[config.mk]
export PLATFORM = sky130hd
export DESIGN_NAME = boot_copy_engine
export DESIGN_NICKNAME = d
export VERILOG_FILES = /design/src/rtl/boot_copy_engine.sv
export SDC_FILE = /design/constraint.sdc
export NUM_CORES = 1
export LEC_CHECK = 0
export BUFFER_PORTS_ARGS = -buffer_cell sky130_fd_sc_hd__buf_2
export CORE_MARGIN = 8
export CORE_UTILIZATION = 25
export DETAILED_ROUTE_END_ITERATION = 7
export PLACE_DENSITY_LB_ADDON = 0.12
export SYNTH_ARGS = -nofsm -noshare
export SYNTH_HDL_FRONTEND = slang
export SYNTH_SLANG_ARGS = --single-unit
[constraint.sdc]
create_clock -name clk_sys -period 5.94 [get_ports clk_sys]
set_input_delay 0.594 -clock clk_sys [delete_from_list [all_inputs] [get_ports clk_sys]]
set_output_delay 0.594 -clock clk_sys [all_outputs]
set_load 0.02 [all_outputs]
[src/rtl/boot_copy_engine.sv]
// boot_copy_engine: copies LEN words from a fixed-latency source memory
// to a stallable destination port starting at DEST_BASE. It accumulates a
// 16-bit checksum of the accepted words and pulses done together with
// exec_addr when the copy completes.
module boot_copy_engine #(
  parameter int ADDR_W    = 16,
  parameter int DATA_W    = 8,
  parameter int LEN       = 276,
  parameter int RD_LAT    = 1,
  parameter int DEST_BASE = 0,
  parameter int EXEC_ADDR = 0
) (
  input  logic              clk_sys,
  input  logic              reset,
  input  logic              start,
  output logic [ADDR_W-1:0] src_addr,
  input  logic [DATA_W-1:0] src_data,
  output logic [ADDR_W-1:0] dst_addr,
  output logic [DATA_W-1:0] dst_data,
  output logic              dst_wr,
  input  logic              dst_wait,
  output logic              busy,
  output logic              done,
  output logic [ADDR_W-1:0] exec_addr,
  output logic [15:0]       checksum
);

  typedef enum logic [2:0] {
    ST_IDLE,
    ST_FETCH,
    ST_WRITE,
    ST_NEXT,
    ST_DONE
  } state_t;

  localparam logic [ADDR_W-1:0] LP_DEST_BASE = ADDR_W'(DEST_BASE);
  localparam logic [ADDR_W-1:0] LP_LAST_IDX  = ADDR_W'(LEN - 1);
  localparam logic [ADDR_W-1:0] LP_EXEC_ADDR = ADDR_W'(EXEC_ADDR);
  localparam logic [2:0]        LP_RD_LAT    = 3'(RD_LAT);

  state_t            r_state;
  logic [ADDR_W-1:0] r_src_addr;
  logic [ADDR_W-1:0] r_dst_addr;
  logic [DATA_W-1:0] r_dst_data;
  logic              r_dst_wr;
  logic              r_busy;
  logic              r_done;
  logic [15:0]       r_checksum;
  logic [2:0]        r_fetch_cnt;
  logic [ADDR_W-1:0] r_word_idx;

  // Running checksum including the word currently offered on dst_data.
  logic [15:0]       w_sum;
  assign w_sum = r_checksum + 16'(r_dst_data);

  // Copy sequencer: start has priority in every state and (re)initialises the run.
  // NOTE: sequential state uses non-blocking assignments so every register samples pre-edge values.
  always_ff @(posedge clk_sys or posedge reset) begin
    if (reset) begin
      r_state     <= ST_IDLE;
      r_src_addr  <= '0;
      r_dst_addr  <= LP_DEST_BASE;
      r_dst_data  <= '0;
      r_dst_wr    <= 1'b0;
      r_busy      <= 1'b0;
      r_done      <= 1'b0;
      r_checksum  <= '0;
      r_fetch_cnt <= '0;
      r_word_idx  <= '0;
    end else if (start) begin
      r_state     <= ST_FETCH;
      r_src_addr  <= '0;
      r_dst_addr  <= LP_DEST_BASE;
      r_dst_wr    <= 1'b0;
      r_busy      <= 1'b1;
      r_done      <= 1'b0;
      r_checksum  <= '0;
      r_fetch_cnt <= LP_RD_LAT;
      r_word_idx  <= '0;
    end else begin
      case (r_state)
        ST_IDLE: begin
          r_done <= 1'b0;
        end
        ST_FETCH: begin
          r_fetch_cnt <= r_fetch_cnt - 3'd1;
          // Source word becomes valid on the edge where the counter hits zero.
          if (r_fetch_cnt == 3'd1) begin
            r_dst_data <= src_data;
            r_dst_wr   <= 1'b1;
            r_state    <= ST_WRITE;
          end
        end
        ST_WRITE: begin
          // While stalled, address, data and strobe simply hold.
          if (!dst_wait) begin
            r_dst_wr   <= 1'b0;
            r_checksum <= w_sum;
            r_state    <= ST_NEXT;
          end
        end
        ST_NEXT: begin
          if (r_word_idx == LP_LAST_IDX) begin
            r_busy  <= 1'b0;
            r_done  <= 1'b1;
            r_state <= ST_DONE;
          end else begin
            r_src_addr  <= r_src_addr + ADDR_W'(1);
            r_dst_addr  <= r_dst_addr + ADDR_W'(1);
            r_word_idx  <= r_word_idx + ADDR_W'(1);
            r_fetch_cnt <= LP_RD_LAT;
            r_state     <= ST_FETCH;
          end
        end
        ST_DONE: begin
          r_done  <= 1'b0;
          r_state <= ST_IDLE;
        end
        default: begin
          r_dst_wr <= 1'b0;
          r_busy   <= 1'b0;
          r_done   <= 1'b0;
          r_state  <= ST_IDLE;
        end
      endcase
    end
  end

  assign src_addr  = r_src_addr;
  assign dst_addr  = r_dst_addr;
  assign dst_data  = r_dst_data;
  assign dst_wr    = r_dst_wr;
  assign busy      = r_busy;
  assign done      = r_done;
  assign checksum  = r_checksum;
  assign exec_addr = LP_EXEC_ADDR;

endmodule

### Word-level counts from Yosys, hierarchy flattened

Cells that the tools add are included.

| word-level totals | value |
|---|---|
| output and inout port bits | 75 |
| input bits | 12 |
| logic and storage cells | 77 |
| register bits after elaboration | 81 |

| cells by class | value |
|---|---|
| add/sub/neg operators | 5 |
| bitwise operators | 1 |
| equality and inequality tests | 16 |
| multiplexer cells | 30 |
| reduce and logical (&&, ||, !) cells | 15 |

Operators with widths:

| operator | count |
|---|---|
| two-way mux 16 bit | 12 |
| adder 16 x 1 -> 16 bit (second input constant) | 3 |
| two-way mux 3 bit | 6 |
| adder 16 x 8 -> 16 bit | 1 |
| == test 16 x 9 -> 1 bit (second input constant) | 1 |
| != test 3 bit (second input constant) | 4 |
| case mux 3 bit (4 select lines) | 1 |
| AND reduction 2 bit | 5 |
| AND reduction 3 bit | 3 |
| two-way mux 1 bit | 7 |
| == test 3 x 1 -> 1 bit (second input constant) | 2 |
| == test 3 x 2 -> 1 bit (second input constant) | 2 |
| != test 2 x 1 -> 1 bit (second input constant) | 3 |
| != test 2 bit (second input constant) | 3 |
| case mux 3 bit (2 select lines) | 1 |
| case mux 1 bit (2 select lines) | 2 |
| nonzero test 2 bit | 2 |
| OR reduction 4 bit | 1 |
| == test 3 bit (second input constant) | 1 |
| zero test 3 bit | 1 |
| case mux 1 bit (3 select lines) | 1 |
| nonzero test 3 bit | 1 |
| OR reduction 3 bit | 1 |
| subtractor 3 x 1 -> 3 bit (second input constant) | 1 |
| 2 further kinds | 2 |

### Depth between registers and ports, before layout

Gate-level depths: netlist of the first run.

| logic depth | value |
|---|---|
| depth after elaboration | 4 |
| mapped depth | 8 |
| gate-level depth less buffers | 8 |

### Worst setup path before layout of the first run

OpenSTA, ideal clock, no wires.

| timing path | value |
|---|---|
| path type | reg-to-reg |
| start point | register r_checksum[0], in the netlist checksum[0] |
| end point | register r_checksum[12], in the netlist checksum[12] |
| required time | 5.815 ns |
| buffers on the path | 0 |
| period minus slack after synthesis | 2.300 ns |
| setup time | 0.125 ns |
| cell stages (with the launch flop) | 9 |
| data arrival time | 2.176 ns |
| slack | 3.640 ns |
| cell sequence | dfrtp_1 ha_1 inv_1 fa_1 nor2b_1 o31a_1 o221ai_1 a211oi_1 mux2_2 |

| between the ends | value |
|---|---|
| longest elaborated chain between the ends | 4 |

RTL lines:

| what | line | source |
|---|---|---|
| start, declared | 48 | `logic [15:0] r_checksum;` |
| start signal, assigned | 98 | `r_checksum <= w_sum;` |
| adder 16 x 8 -> 16 bit | 54 | `assign w_sum = r_checksum + 16'(r_dst_data);` |
| two-way mux 16 bit | 96 | `if (!dst_wait) begin` |
| two-way mux 16 bit | 81 | `case (r_state)` |
| two-way mux 16 bit | 70 | `end else if (start) begin` |

No other way between the ends. The select of a mux whose other input is x is not followed.
A chain may end at the register's enable or synchronous reset.

### Worst setup path after layout of the first run

| timing path | value |
|---|---|
| start point | register r_dst_data[0], in the netlist dst_data[0] |
| end point | register r_checksum[12], in the netlist checksum[12] |

| between the ends | value |
|---|---|
| longest elaborated chain between the ends | 4 |

RTL lines:

| what | line | source |
|---|---|---|
| start, declared | 44 | `logic [DATA_W-1:0] r_dst_data;` |
| start signal, assigned | 89 | `r_dst_data <= src_data;` |
| adder 16 x 8 -> 16 bit | 54 |  |
| two-way mux 16 bit | 96 |  |
| two-way mux 16 bit | 81 |  |
| two-way mux 16 bit | 70 |  |

No other way between the ends. The select of a mux whose other input is x is not followed.

==> results.md, run 1 <==
* Status: complete, no violations
* Setup TNS at 0 ps
* Fmax at about 400 MHz
* Type of the worst min-delay path: in2async
* Fin crit share at 0.418
* CTS clk-pin slew, worst paths at 70 ps
* Via count at roughly 3,500
* Distinct cells, synth at slightly below 60
* Critical Path RT at 6170 ps
* Sequential-to-total area share from yosys stat at 0.447
* Kind of end point of the critical path: flop
* Ys Warns at 0
* Rel. slew slack at 0.452
* Post-CTS Setup Bufs at 0
* Cell area after synthesis at 0.00453 mm²
* Comb pwr share at 0.268
* EDFF count, synth at 0
* # diodes at 0
* TritonCTS clock tree: built
* DRT iter0 DRCs at around 130
* Actual slew at the worst max-slew pin at slightly above 800 ps
* Clk pwr share at 0.359
* Layout net count at about 550
* CTS Buffer Depth at 2
* Crit path time final at 2490 ps
* Switching Power at 0.000599 W
* First-pass GRT wire length at 18,800 µm
* # rows at between 40 and 50
* Post-route ant nets at 0
* Worst-Skew Late Latency at about 350 ps
* Main flop type after synthesis: dfrtp_1
* Max-cap violations at 0
* P per Cell Area at 341 mW/mm²
* Pre-CTS WS at 3170 ps
* First-pass DRT Iterations at 5
* Final Core Density at 0.300
* Core box area at between 0.015 and 0.02 mm²
* Initial antenna violation count at 0
* Die width at between 150 and 200 µm
* Count of final setup violators at 0
* Full die area at about 0.023 mm²
* CTS H-tree lvls at 3
* DIE HEIGHT at about 150 µm
* Mapped Cells at between 400 and 500
* Commonest non-fill, non-tap cells in the layout: dfrtp_1, buf_2, nor2_1
* Int Pwr at 0.00123 W
* Ys async rst share at 1.00
* Share of cells above drive strength 1 at 0.226
* WL final at roughly 11,000 µm
* Largest net degree at the start of global routing at 60
* Final worst slack at 3450 ps
* VDD IR max at ~160 µV
* RSZ-0062 raised after global routing: false
* Global route overflow at 0
* Syn_area_per_cell at between 9 and 10 µm²
* Clock Skews at roughly 13 ps
* Global placer's final weighted congestion at ~0.75
* Slew Limit Fails at 0
* Pleak at about 2.5 nW
* Residual DRC at 0
* Worst Path Max Fanout at 4
* Clock sinks at a little over 80
* Area Overhead vs Synth at 18.5%
* CP startpoint kind: flop
* IO buf count at 70
* Initial core utilization at 0.253
* Hold Violations, Final at 0
* Hpwl dp at ~8000 µm
* WL/cell at 15.2 µm
* Most common cell after layout, fill and taps aside: dfrtp_1
* Ports at a little under 90
* Gr usage total at 0.105
* Cts repair resizes at 0
* Total CTS buffers at 9
* Power share of the sequential group at 0.373
* CTS root buf: clkbuf_16
* # hold bufs at CTS at 0
* CP arrival at 2720 ps
* FF+latch count, synth at slightly above 80
* Via density at around 4.6
* Switching share of power at 0.327
* WS Path Type: reg2reg
* Vias in the first global route at roughly 3,500
flip-flops by register name, summed over array words and instances, names as in the netlist:
register and cells:
r_word_idx 16, checksum 16, r_state 3, dst_data 8, dst_wr 1, done 1
busy 1, dst_addr 16, r_fetch_cnt 3, src_addr 16
final timing paths:
check | startpoint | end | slack, ps | cells after the start
worst max-delay path | dst_data[0] | checksum[12] | 3450 | 8
worst min-delay path | reset | dst_addr[6] | 230 | 2
worst max register to register | dst_data[0] | checksum[12] | 3450 | 8
worst min register to register | checksum[5] | checksum[5] | 520 | 2
max in group asynchronous | reset | r_word_idx[3] | 4590 | 3
min in group clk_sys | src_data[1] | dst_data[1] | 470 | 2
synth_stat cells (5+ instances only):
master	number	share of area
dfrtp_1	81	0.45
xnor2_1	24	0.046
inv_1	13	0.011
and3_1	9	0.012
ha_1	13	0.036
nand3_1	23	0.025
or3_1	8	0.011
nor3_1	13	0.014
o21ai_0	16	0.018
nand4_1	12	0.017
nor2b_1	8	0.011
xor2_1	22	0.043
nor4_2	5	0.014
nor2_1	56	0.046
nand2_1	29	0.024
buf_4	17	0.028
clkbuf_1	6	0.0050
a21oi_1	15	0.017
mux2_4	8	0.026
o21a_1	5	0.0083
and4_1	11	0.021
area by class of cell:
type / instances / area [µm²]
clock buffer: 9 / 225
clock inverter: 7 / 125
fill: 1912 / 12500
inverter: 13 / 50.0
multi-input combinational: 344 / 2290
sequential: 81 / 2030
tap: 229 / 287
timing repair buffer: 72 / 365
layer usage:
layer	track usage	vias to the layer above	wire (µm)
met4	0.0327	0	136
li1	-	1704	-
met1	0.134	1660	5430
met2	0.165	82	5210
met5	0	-	0
met3	0.0367	9	703
power by group through the flow:
stage | sequential [W] | combinational (W) | clock, W
floorplan | 0.000718 | 0.000354 | 0
global placement | 0.000695 | 0.000493 | 0
detailed placement | 0.000694 | 0.000495 | 0
CTS | 0.000686 | 0.000498 | 0.000683
global route | 0.000698 | 0.000548 | 0.000704
finish | 0.000683 | 0.000490 | 0.000656
worst max-delay path, cell delays in order (launching register included):
cell and delay (ps):
dfrtp_1 390, ha_1 210, inv_1 60, fa_1 420, nor2b_1 160, o31a_1 190, o221ai_1 240, a211oi_1 330
mux2_2 360
cells by family after synthesis:
kind of cell / Yosys count / share of synthesized area
compound gates: 63 / 0.0894
xor+xnor: 46 / 0.0889
fa+ha+maj: 14 / 0.0403
buf+inv: 46 / 0.0599
flops: 81 / 0.447
mux: 12 / 0.0364
other cells: 1 / 0.000827
simple gates: 193 / 0.237
through the flow:
stage / power [W] / hold WS [ps] / instances / cell area, µm²
floorplan: 0.00107 / 490 / 471 / 4590
global placement: 0.00119 / 518 / 739 / 5020
detailed placement: 0.00119 / 511 / 739 / 5020
CTS: 0.00187 / 241 / 755 / 5370
global route: 0.00195 / 262 / 755 / 5370
finish: 0.00183 / 230 / 755 / 5370
Note: power is estimated with default switching activity, not from simulation.
==> run 2, diff against run 1 <==
clock period = 2.5 ns   (was 5.94 ns; I/O delays follow)
==> run 2 against run 1 <==
Effect of this change:
- die area unchanged
- clock-buffer cell count up 3
- sequential power up 130%
- critical path depth unchanged
- clock skew down 2.9 ps
- hold slack worse by 92 ps
- fmax up 9.0%
- highest routed layer unchanged
==> results.md, run 2 (synthesized netlist as in run 1, its figures left out) <==
* Status: complete, no violations (unchanged)
* Hold path depth at 2
* WL final at 11,500 µm (about the same)
* Layout net count at 555 (was 547)
* Global route overflow at 0 (unchanged)
* Kind of end point of the critical path: flop (unchanged)
* Worst hold path startpoint: src_data[7]
* # rows at 49 (unchanged)
* Clock sinks at 81 (unchanged)
* Fmax at 439 MHz (was 402 MHz)
* # diodes at 0 (unchanged)
* TritonCTS clock tree: built (unchanged)
* IO buf count at 70 (unchanged)
* Crit path time final at 2280 ps (was 2490 ps)
* R2R Path Start: dst_data[0] (unchanged)
* WL/cell at 15.1 µm (was 15.2 µm)
* Setup TNS at 0 ps (unchanged)
* Worst reg-to-reg setup slack at 220 ps (was 3450 ps)
* Global placer's final weighted congestion at 0.732 (was 0.751)
* VDD IR max at 355 µV (was 156 µV)
* Worst-Skew Late Latency at 340 ps (was 350 ps)
* Critical Path RT at 2730 ps (was 6170 ps)
* Gr usage total at 0.108 (was 0.105)
* Initial antenna violation count at 0 (unchanged)
* Most common cell after layout, fill and taps aside: dfrtp_1 (unchanged)
* Commonest non-fill, non-tap cells in the layout: dfrtp_1, buf_2, nor2_1 (unchanged)
* Post-CTS Setup Bufs at 0 (unchanged)
* Core box area at 0.0179 mm² (unchanged)
* Residual DRC at 0 (unchanged)
* CTS clk-pin slew, worst paths at 60 ps (was 70 ps)
* Area Overhead vs Synth at 18.3% (was 18.5%)
* Hold Violations, Final at 0 (unchanged)
* Actual slew at the worst max-slew pin at 612 ps (was 823 ps)
* Slew Limit Fails at 0 (unchanged)
* Type of the worst min-delay path: in2reg (was in2async)
* Count of final setup violators at 0 (unchanged)
* P per Cell Area at 747 mW/mm² (was 341 mW/mm²)
* R2r endpoint: checksum[12] (unchanged)
* Share of cells above drive strength 1 at 0.234 (was 0.226)
* Total CTS buffers at 9 (unchanged)
* Clock Skews at 9.79 ps (was 12.7 ps)
* Ports at 87 (unchanged)
* Die width at 151 µm (unchanged)
* CTS root buf: clkbuf_16 (unchanged)
* DRT iter0 DRCs at 112 (was 127)
* CP startpoint kind: flop (unchanged)
* Pleak at 2.47 nW (was 2.46 nW)
* First-pass GRT wire length at 19,300 µm (was 18,800 µm)
* Fin crit share at 0.912 (was 0.418)
* Hold Crit Endpoint: dst_data[7]
* Post-route ant nets at 0 (unchanged)
* Worst Reg-to-Reg Cells at 8 (unchanged)
* First-pass DRT Iterations at 4 (was 5)
* Placed instance area at 0.00508 mm² (was 0.00502 mm²)
* Initial core utilization at 0.253 (unchanged)
* RSZ-0062 raised after global routing: false (unchanged)
* DIE HEIGHT at 151 µm (unchanged)
* FILL cells at 1,890 (was 1,912)
* CTS H-tree lvls at 3 (unchanged)
* CTS Buffer Depth at 2 (unchanged)
* Rel. slew slack at 0.590 (was 0.452)
* Max-cap violations at 0 (unchanged)
* Largest net degree at the start of global routing at 65 (was 60)
* Worst Path Max Fanout at 4 (unchanged)
* Full die area at 0.0227 mm² (unchanged)
* Via count at 3,474 (was 3,455)
* WS Path Type: reg2reg (unchanged)
* Via density at 4.55 (was 4.58)
* CP arrival at 2510 ps (was 2720 ps)
* Vias in the first global route at 3,655 (was 3,543)
* Hpwl dp at 8330 µm (was 8160 µm)
* Fin area at 0.00536 mm² (was 0.00537 mm²)
run 2: metal layers:
layer,part of all wire,GRT usage,up-vias
met5,0,0,-
met4,0.014,0.0401,0
met3,0.060,0.0337,9
met2,0.46,0.170,63
met1,0.46,0.136,1685
li1,-,-,1717
run 2: through the flow:
stage	setup WS, ps	instances	utilization	power, W	hold WS [ps]
floorplan	170	471	-	0.00255	399
global placement	164	746	0.284	0.00284	241
detailed placement	146	746	0.284	0.00285	240
CTS	123	763	0.299	0.00410	112
global route	36.4	763	0.300	0.00429	125
finish	220	763	0.300	0.00401	138
run 2: area by class of cell:
class,instances,area (µm²),area share
Inverter,13,50.0,0.00933
Clock inverter,4,20.0,0.00373
Timing Repair Buffer,80,440,0.0821
Multi-Input combinational cell,344,2300,0.429
Clock buffer,12,236,0.0441
Tap cell,229,287,0.0534
Sequential cell,81,2030,0.378
run 2: worst max path at each step:
| stage | from | endpoint | depth (start not counted) | slack (ps) |
|---|---|---|---|---|
| after floorplan | reset | busy | 1 | 170 |
| after global placement | dst_data[0] | checksum[12] | 8 | 160 |
| after detailed placement | dst_data[0] | checksum[12] | 8 | 150 |
| after CTS | dst_data[0] | checksum[12] | 8 | 120 |
| after global routing | dst_data[0] | checksum[12] | 8 | 40 |
| final | dst_data[0] | checksum[12] | 8 | 220 |
run 2: critical path: stages (launching register included):
cell and delay (ps):
dfrtp_1 370, ha_1 200, inv_1 60, fa_1 400
nor2b_1 180, o31a_1 200, o221ai_2 160, a211oi_2 250
mux2_2 350
run 2: what timing repair did:
item	in CTS	in global routing
hold buffers	1	0
setup endpoints to repair	0	3
hold endpoints to repair	17	0
gates resized for setup	0	2
run 2: power by group:
group | internal, W | leakage [nW] | total (W) | switching (W)
Sequential | 0.00145 | 1.10 | 0.00160 | 0.000149
Clock | 0.000667 | 0.130 | 0.00119 | 0.000524
Combinational | 0.000501 | 1.24 | 0.00121 | 0.000712
